<file path="src/rtl/biriscv_csr_dbg_arb.sv">
// CSR write-port / debug-read arbiter: core writebacks pass straight through, and debug
// requests are captured and granted on the first free cycle. Optional starvation guard: BIRISCV_CSR_DBG_STARVE_EN.
module biriscv_csr_dbg_arb #(
  parameter int STARVE_LIMIT = 8
) (
  input  logic        clk,
  input  logic        rst_n,
  input  logic        wb_write_i,
  input  logic [11:0] wb_waddr_i,
  input  logic [31:0] wb_wdata_i,
  input  logic        dbg_req_i,
  input  logic        dbg_we_i,
  input  logic [11:0] dbg_addr_i,
  input  logic [31:0] dbg_wdata_i,
  output logic        dbg_ack_o,
  output logic        dbg_err_o,
  output logic [31:0] dbg_rdata_o,
  output logic        csr_write_o,
  output logic [11:0] csr_waddr_o,
  output logic [31:0] csr_wdata_o,
  output logic [11:0] csr_raddr_o,
  input  logic [31:0] csr_rdata_i,
  output logic        core_stall_o
);

  // state    | meaning
  // IDLE     | no debug access outstanding
  // ARB      | request captured, waiting for a cycle without a core write
  // RESP     | ack pulse with the registered response
  // WAIT_LOW | waiting for the requester to drop dbg_req_i
  typedef enum logic [1:0] {S_IDLE, S_ARB, S_RESP, S_WAIT_LOW} state_t;

  state_t      r_state;
  state_t      w_state_nxt;
  logic        r_we;
  logic [11:0] r_addr;
  logic [31:0] r_wdata;
  logic        r_err;
  logic [31:0] r_rdata;
  logic        w_capture;
  logic        w_grant;
  logic        w_ro;
  logic        w_dbg_wr_grant;

  assign w_capture      = (r_state == S_IDLE) && dbg_req_i;
  assign w_grant        = (r_state == S_ARB) && !wb_write_i;
  assign w_ro           = (r_addr[11:10] == 2'b11);
  assign w_dbg_wr_grant = w_grant && r_we && !w_ro;

  always_ff @(posedge clk or negedge rst_n) begin
    if (!rst_n) r_state <= S_IDLE;
    else        r_state <= w_state_nxt;
  end

  always_comb begin
    w_state_nxt = r_state;
    case (r_state)
      S_IDLE:     if (dbg_req_i) w_state_nxt = S_ARB;
      S_ARB:      if (!wb_write_i) w_state_nxt = S_RESP;
      S_RESP:     w_state_nxt = S_WAIT_LOW;
      S_WAIT_LOW: if (!dbg_req_i) w_state_nxt = S_IDLE;
      default:    w_state_nxt = S_IDLE;
    endcase
  end

  always_comb begin
    dbg_ack_o   = 1'b0;
    dbg_err_o   = 1'b0;
    dbg_rdata_o = '0;
    if (r_state == S_RESP) begin
      dbg_ack_o   = 1'b1;
      dbg_err_o   = r_err;
      dbg_rdata_o = r_rdata;
    end
    csr_write_o = wb_write_i | w_dbg_wr_grant;
    csr_waddr_o = '0;
    csr_wdata_o = wb_wdata_i;
    if (wb_write_i) begin
      csr_waddr_o = wb_waddr_i;
    end else if (w_dbg_wr_grant) begin
      csr_waddr_o = r_addr;
      csr_wdata_o = r_wdata;
    end
  end

  assign csr_raddr_o = r_addr;

  always_ff @(posedge clk or negedge rst_n) begin
    if (!rst_n) begin
      r_we    <= 1'b0;
      r_addr  <= '0;
      r_wdata <= '0;
    end else if (w_capture) begin
      r_we    <= dbg_we_i;
      r_addr  <= dbg_addr_i;
      r_wdata <= dbg_wdata_i;
    end
  end

  // Read data is sampled at the grant edge, so a core write one cycle earlier is already visible.
  always_ff @(posedge clk or negedge rst_n) begin
    if (!rst_n) begin
      r_err   <= 1'b0;
      r_rdata <= '0;
    end else if (w_grant) begin
      r_err   <= r_we && w_ro;
      r_rdata <= r_we ? '0 : csr_rdata_i;
    end
  end

`ifdef BIRISCV_CSR_DBG_STARVE_EN
  localparam logic [7:0] LP_LIMIT = 8'(STARVE_LIMIT);

  logic [7:0] r_starve_cnt;
  logic [7:0] w_cnt_nxt;
  logic       r_stall;

  always_comb begin
    w_cnt_nxt = r_starve_cnt;
    if (w_capture)
      w_cnt_nxt = '0;
    else if ((r_state == S_ARB) && wb_write_i && (r_starve_cnt != 8'hFF))
      w_cnt_nxt = r_starve_cnt + 8'd1;
  end

  always_ff @(posedge clk or negedge rst_n) begin
    if (!rst_n) begin
      r_starve_cnt <= '0;
      r_stall      <= 1'b0;
    end else begin
      r_starve_cnt <= w_cnt_nxt;
      r_stall      <= (w_state_nxt == S_ARB) && (w_cnt_nxt >= LP_LIMIT);
    end
  end

  assign core_stall_o = r_stall;
`else
  logic w_unused_limit;
  assign w_unused_limit = ^STARVE_LIMIT;
  assign core_stall_o   = 1'b0;
`endif

endmodule

</file>
<file path="config.mk">
export PLATFORM = sky130hd
export DESIGN_NAME = biriscv_csr_dbg_arb
export DESIGN_NICKNAME = d
export VERILOG_FILES = /design/src/rtl/biriscv_csr_dbg_arb.sv
export SDC_FILE = /design/constraint.sdc
export NUM_CORES = 1
export LEC_CHECK = 0
export ABC_AREA = 1
export CAP_MARGIN = 15
export CELL_PAD_IN_SITES_DETAIL_PLACEMENT = 0
export CELL_PAD_IN_SITES_GLOBAL_PLACEMENT = 1
export CORE_MARGIN = 4
export CORE_UTILIZATION = 29
export DETAILED_ROUTE_END_ITERATION = 7
export PLACE_DENSITY = 0.95
export SLEW_MARGIN = 30
export SYNTH_ARGS = -nofsm -noshare
export SYNTH_HDL_FRONTEND = slang
export SYNTH_SLANG_ARGS = --single-unit
</file>
<file path="constraint.sdc">
create_clock -name clk -period 3.1 [get_ports clk]
set_input_delay 0.62 -clock clk [delete_from_list [all_inputs] [get_ports clk]]
set_output_delay 0.62 -clock clk [all_outputs]
set_load 0.02 [all_outputs]
</file>
======== Word level (Yosys, flattened, before mapping) ========
Index checks and enable logic that the tools add are counted.
operators by class
  muxes and demuxes ....................... 12
  reduce and logical (&&, ||, !) cells .... 9
  equality and inequality tests ........... 7
  bitwise gates (word level) .............. 1
operators by type and width
  kind                  number
  $mux W32              4
  $mux W12              2
  $pmux W2 S4           1
  $eq A2 B2 Y1 const B  3
  $mux W2               3
  $ne A2 B2 Y1 const B  3
  $logic_and A1 B1 Y1   5
  $reduce_and A3 Y1     1
  $eq A2 B1 Y1 const B  1
  $logic_not A1 Y1      2
  $logic_not A2 Y1      1
  $mux W1               2
  $or A1 B1 Y1          1
storage, ports and cells
  bits of input ports ..................... 125
  bits in registers ....................... 80
  word-level logic and storage cells ...... 35

======== Logic depth before layout (Yosys ltp) ========
  depth after elaboration ................. 6
  gate-level depth with buffers ........... 8
  gate-level depth less buffers ........... 7

======== Worst setup path after synthesis ========
OpenSTA, ideal clock, no wires.
  path type ............................... register -> output
  from .................................... reg r_state[0]
  to ...................................... out dbg_rdata_o[0]
  cell stages (with the launch flop) ...... 7
  slack ................................... 0.987 ns
  required time ........................... 2.480 ns
  arrival time ............................ 1.493 ns
  cells stage by stage .................... dfrtp_1 inv_1 ha_1 clkbuf_1 clkbuf_1 nand2_1 inv_1
between the ends
  cells in the longest elaborated chain, start to end .. 2
ends and longest elaborated chain
  item                      RTL line  text
  start: declaration        33        state_t r_state;
  start signal: assignment  52        else r_state <= w_state_nxt;
  $eq A2 B2 Y1              70        if (r_state == S_RESP) begin
  $mux W32                  70
  end: declaration          17        output logic [31:0] dbg_rdata_o,
Every way passes these cells.

======== Final worst setup path ========
  from .................................... in wb_write_i
  to ...................................... out csr_wdata_o[14]
between the ends
  cells in the longest elaborated chain, start to end .. 6
ends and longest elaborated chain
  item                               RTL line  text
  start: declaration                 8         input logic wb_write_i,
  $logic_not A1 Y1                   --
  $logic_and A1 B1 Y1                46        assign w_grant = (r_state == S_ARB) && !wb_write_i;
  $logic_and A1 B1 Y1 (2 in series)  48        assign w_dbg_wr_grant = w_grant && r_we && !w_ro;
  $mux W32                           80        end else if (w_dbg_wr_grant) begin
  $mux W32 (*)                       78        if (wb_write_i) begin
  end: declaration                   20        output logic [31:0] csr_wdata_o,
Every way passes the cells marked *; elsewhere a longest branch is shown, timed or not.

==> summary.md <==
| Metric | Value |
|---|---|
| Top cell type's share of synthesized area | 0.474 |
| Detailed-route DRC error count | 0 |
| Number of I/O port buffers | between 200 and 250 |
| Initial antenna violation count | 1 |
| Clk slew on worst S/H paths | 0.06 ns |
| Worst Tran Pin Value | 0.897 ns |
| N_diodes | 0 |
| CP Launch Type | input pin |
| Slew Limit Headroom | 0.400 |
| Die area | 0.0166 sq mm |
| Ranking of synthesized cells by area | dfrtp_1 47%, nand2_1 25%, nand3_1 9.1% |
| Final setup viols | 0 |
| Total setup buffers inserted after CTS | 0 |
| Initial Utilization | 0.300 |
| Pwr per Cell Area | 818 mW/mm^2 |
| Num Clock Sinks | 80 |
| Max Fclk | 0.333 GHz |
| CTS Hold Bufs | 0 |
| Clock Tree Root | clkbuf_16 |
| Sequential cell area | 0.00200 sq mm |
| Largest net degree at the start of global routing | 49 |
| Post-synthesis cell type count | 17 |
| Worst setup margin | 0.0927 ns |
| Routability cong. | 0.747 |
| Drt wl/cell | 14.7 um |
| GRT Util Overall | 0.170 |
| Worst R2R Setup Slack | 0.91 ns |
| Fill cells | 1,383 |
| Die Wd | around 130 um |
| Mapped cell area | roughly 0.0042 sq mm |
| Max_cap viols | 0 |
| Final Cycle Share | 0.970 |
| CTS Buffer Depth | 2 |
| Drt pass-1 iters | 4 |
| Crit path from | wb_write_i |
| Layout Skew | between 0.006 and 0.007 ns |
| Die H | 129 um |
| Synthesis Warnings | 0 |
| GR Overflow Total | 0 |
| CTS tree | yes |
| Vias in the first global route | 4,484 |
| Post-Synthesis Cells | approximately 600 |
| Seq/Total Area, Yosys | 0.474 |
| Number of synthesized register bits | 80 |
| Critical path peak fanout | 21 |
| Peak supply drop | approximately 0.00034 V |
| Nets | a little over 900 |
| Post-layout minimum cycle time | 3.01 ns |
| Vias | 4,513 |
| Outcome | finished clean |
| Num rows | 43 |
| Hold Path Class | input pin to asynchronous set/reset pin |
| 1st-iter DRT viols | between 200 and 250 |
| CP Data Required Time | between 2 and 2.5 ns |
| Synthesis-to-finish area growth | 64.2% |
| CTS H-tree lvls | 3 |
| Worst-Skew Late Latency | between 0.3 and 0.4 ns |
| Place WS | ~0.015 ns |
| Dpl hpwl | 10,100 um |
| Final Max Tran Viols | 0 |
| Worst setup EP type | primary output |
| Arr. time, crit path | 2.39 ns |
| Reg2reg start | r_state[1]$_DFFE_PN0P_ |
| Syn avg cell area | about 7.2 sq um |
| CTS buffer count | 9 |
| WS Path Type | input pin to primary output |
| Layout cell share with drive strength beyond 1 | 0.0570 |
| Global-route wire length before repair | around 23,000 um |
| TNS Setup | 0 ns |
| DR vias/cell | between 4 and 5 |
| Core Area | approximately 0.014 sq mm |
| Final ANT Viol Nets | 0 |
| Area occupied by multi-input gates | ~0.0019 sq mm |
| Synth Net Count | a little over 700 |
| Pleak | 3.79 nW |
| Final Hold Viols | 0 |
| Largest area contributor in the netlist | dfrtp_1 |
| Final wirelength | 14,300 um |
| Io pins | between 200 and 250 |
| RSZ-0062 raised after global routing | no |
## layout by cell type (no fill, tap or decap), types with 3 or more instances in the layout
master	synthesis	layout
dfrtp_1	80	79
ha_1	5	4
inv_2	4	4
clkinvlp_4	0	3
buf_12	0	4
inv_1	38	38
clkbuf_16	0	9
nand2_1	286	284
clkdlybuf4s50_1	0	191
buf_4	6	14
nand3_1	77	77
dlymetal6s2s_1	0	22
nand4_1	46	46
## through the flow
step	instances	total power (W)	area [sq um]	hold slack, ns	utilization
global placement	954	0.00456	6570	0.455	0.466
floorplan	588	0.00340	4230	0.324	-
global route	970	0.00612	6940	0.351	0.493
CTS	970	0.00576	6890	0.327	0.489
finish	970	0.00568	6940	0.306	0.493
detailed placement	954	0.00460	6570	0.459	0.466
## per-layer routing
metal | vias up | GRT usage | part of all wire
met5 | - | 0 | 0.00049
met4 | 2 | 0.0513 | 0.015
met3 | 17 | 0.0386 | 0.066
met2 | 158 | 0.272 | 0.47
met1 | 2080 | 0.230 | 0.45
li1 | 2256 | - | -
## where the power goes
part           switching, W  internal [W]
clock network      0.000436      0.000705
registers          0.000341       0.00156
logic               0.00156       0.00108
## worst max-delay path, cell delays in order
cell and delay [ns]:
clkdlybuf4s50_1 0.54, nor2_4 0.24, buf_12 0.18, nand4_1 0.11
nand2_1 0.08, clkdlybuf4s50_1 0.60
## path summary, 6_finish.rpt
kind                       depth (start not counted)                          to
min in group clk                                   2     r_wdata[17]$_DFFE_PN0P_
hold reg to reg                                    2     r_wdata[17]$_DFFE_PN0P_
setup reg to reg                                   9     r_rdata[17]$_DFFE_PN0P_
max in group asynchronous                          2  csr_raddr_o[9]$_DFFE_PN0P_
setup / recovery                                   6             csr_wdata_o[14]
hold / removal                                     1     r_rdata[21]$_DFFE_PN0P_
## sequential cells by signal (all words and copies together), names as in the netlist
name,cells
r_we,1
r_state,2
r_wdata,32
csr_raddr_o,12
r_rdata,32
r_err,1
## kinds of logic (layout without fill, tap and decap cells)
logic type               count (synthesis)  count (layout)  share of synthesized area
other                                    1               1                   0.000887
buffers and inverters                   88             290                     0.0888
adder cells (fa/ha/maj)                  5               5                     0.0148
flip-flops                              80              80                      0.474
AO/OA/AOI/OAI                            2               2                    0.00237
AND/OR/NAND/NOR                        412             412                      0.420
## cell usage after synthesis
cell,count
nand2_1,286
dfrtp_1,80
nand3_1,77
nand4_1,46
inv_1,38
buf_2,18
clkbuf_1,18
buf_4,6
ha_1,5
buf_1,4
inv_2,4
a21oi_1,1
conb_1,1
nand4_2,1
nor2_1,1
nor2_4,1
o21ai_1,1
## repair_timing
item,in CTS,in global routing
endpoints found under the setup margin,0,30
resized for setup,0,22
hold endpoints to repair,0,0
## area by class of cell
class | count | area share
clock inverters | 7 | 0.0139
clock buffers | 9 | 0.0324
multi-input cells | 420 | 0.268
flip-flops and latches | 80 | 0.289
inverters | 42 | 0.0227
well taps | 180 | 0.0324
repair buffers | 232 | 0.342
(Power assumes the default switching activity.)
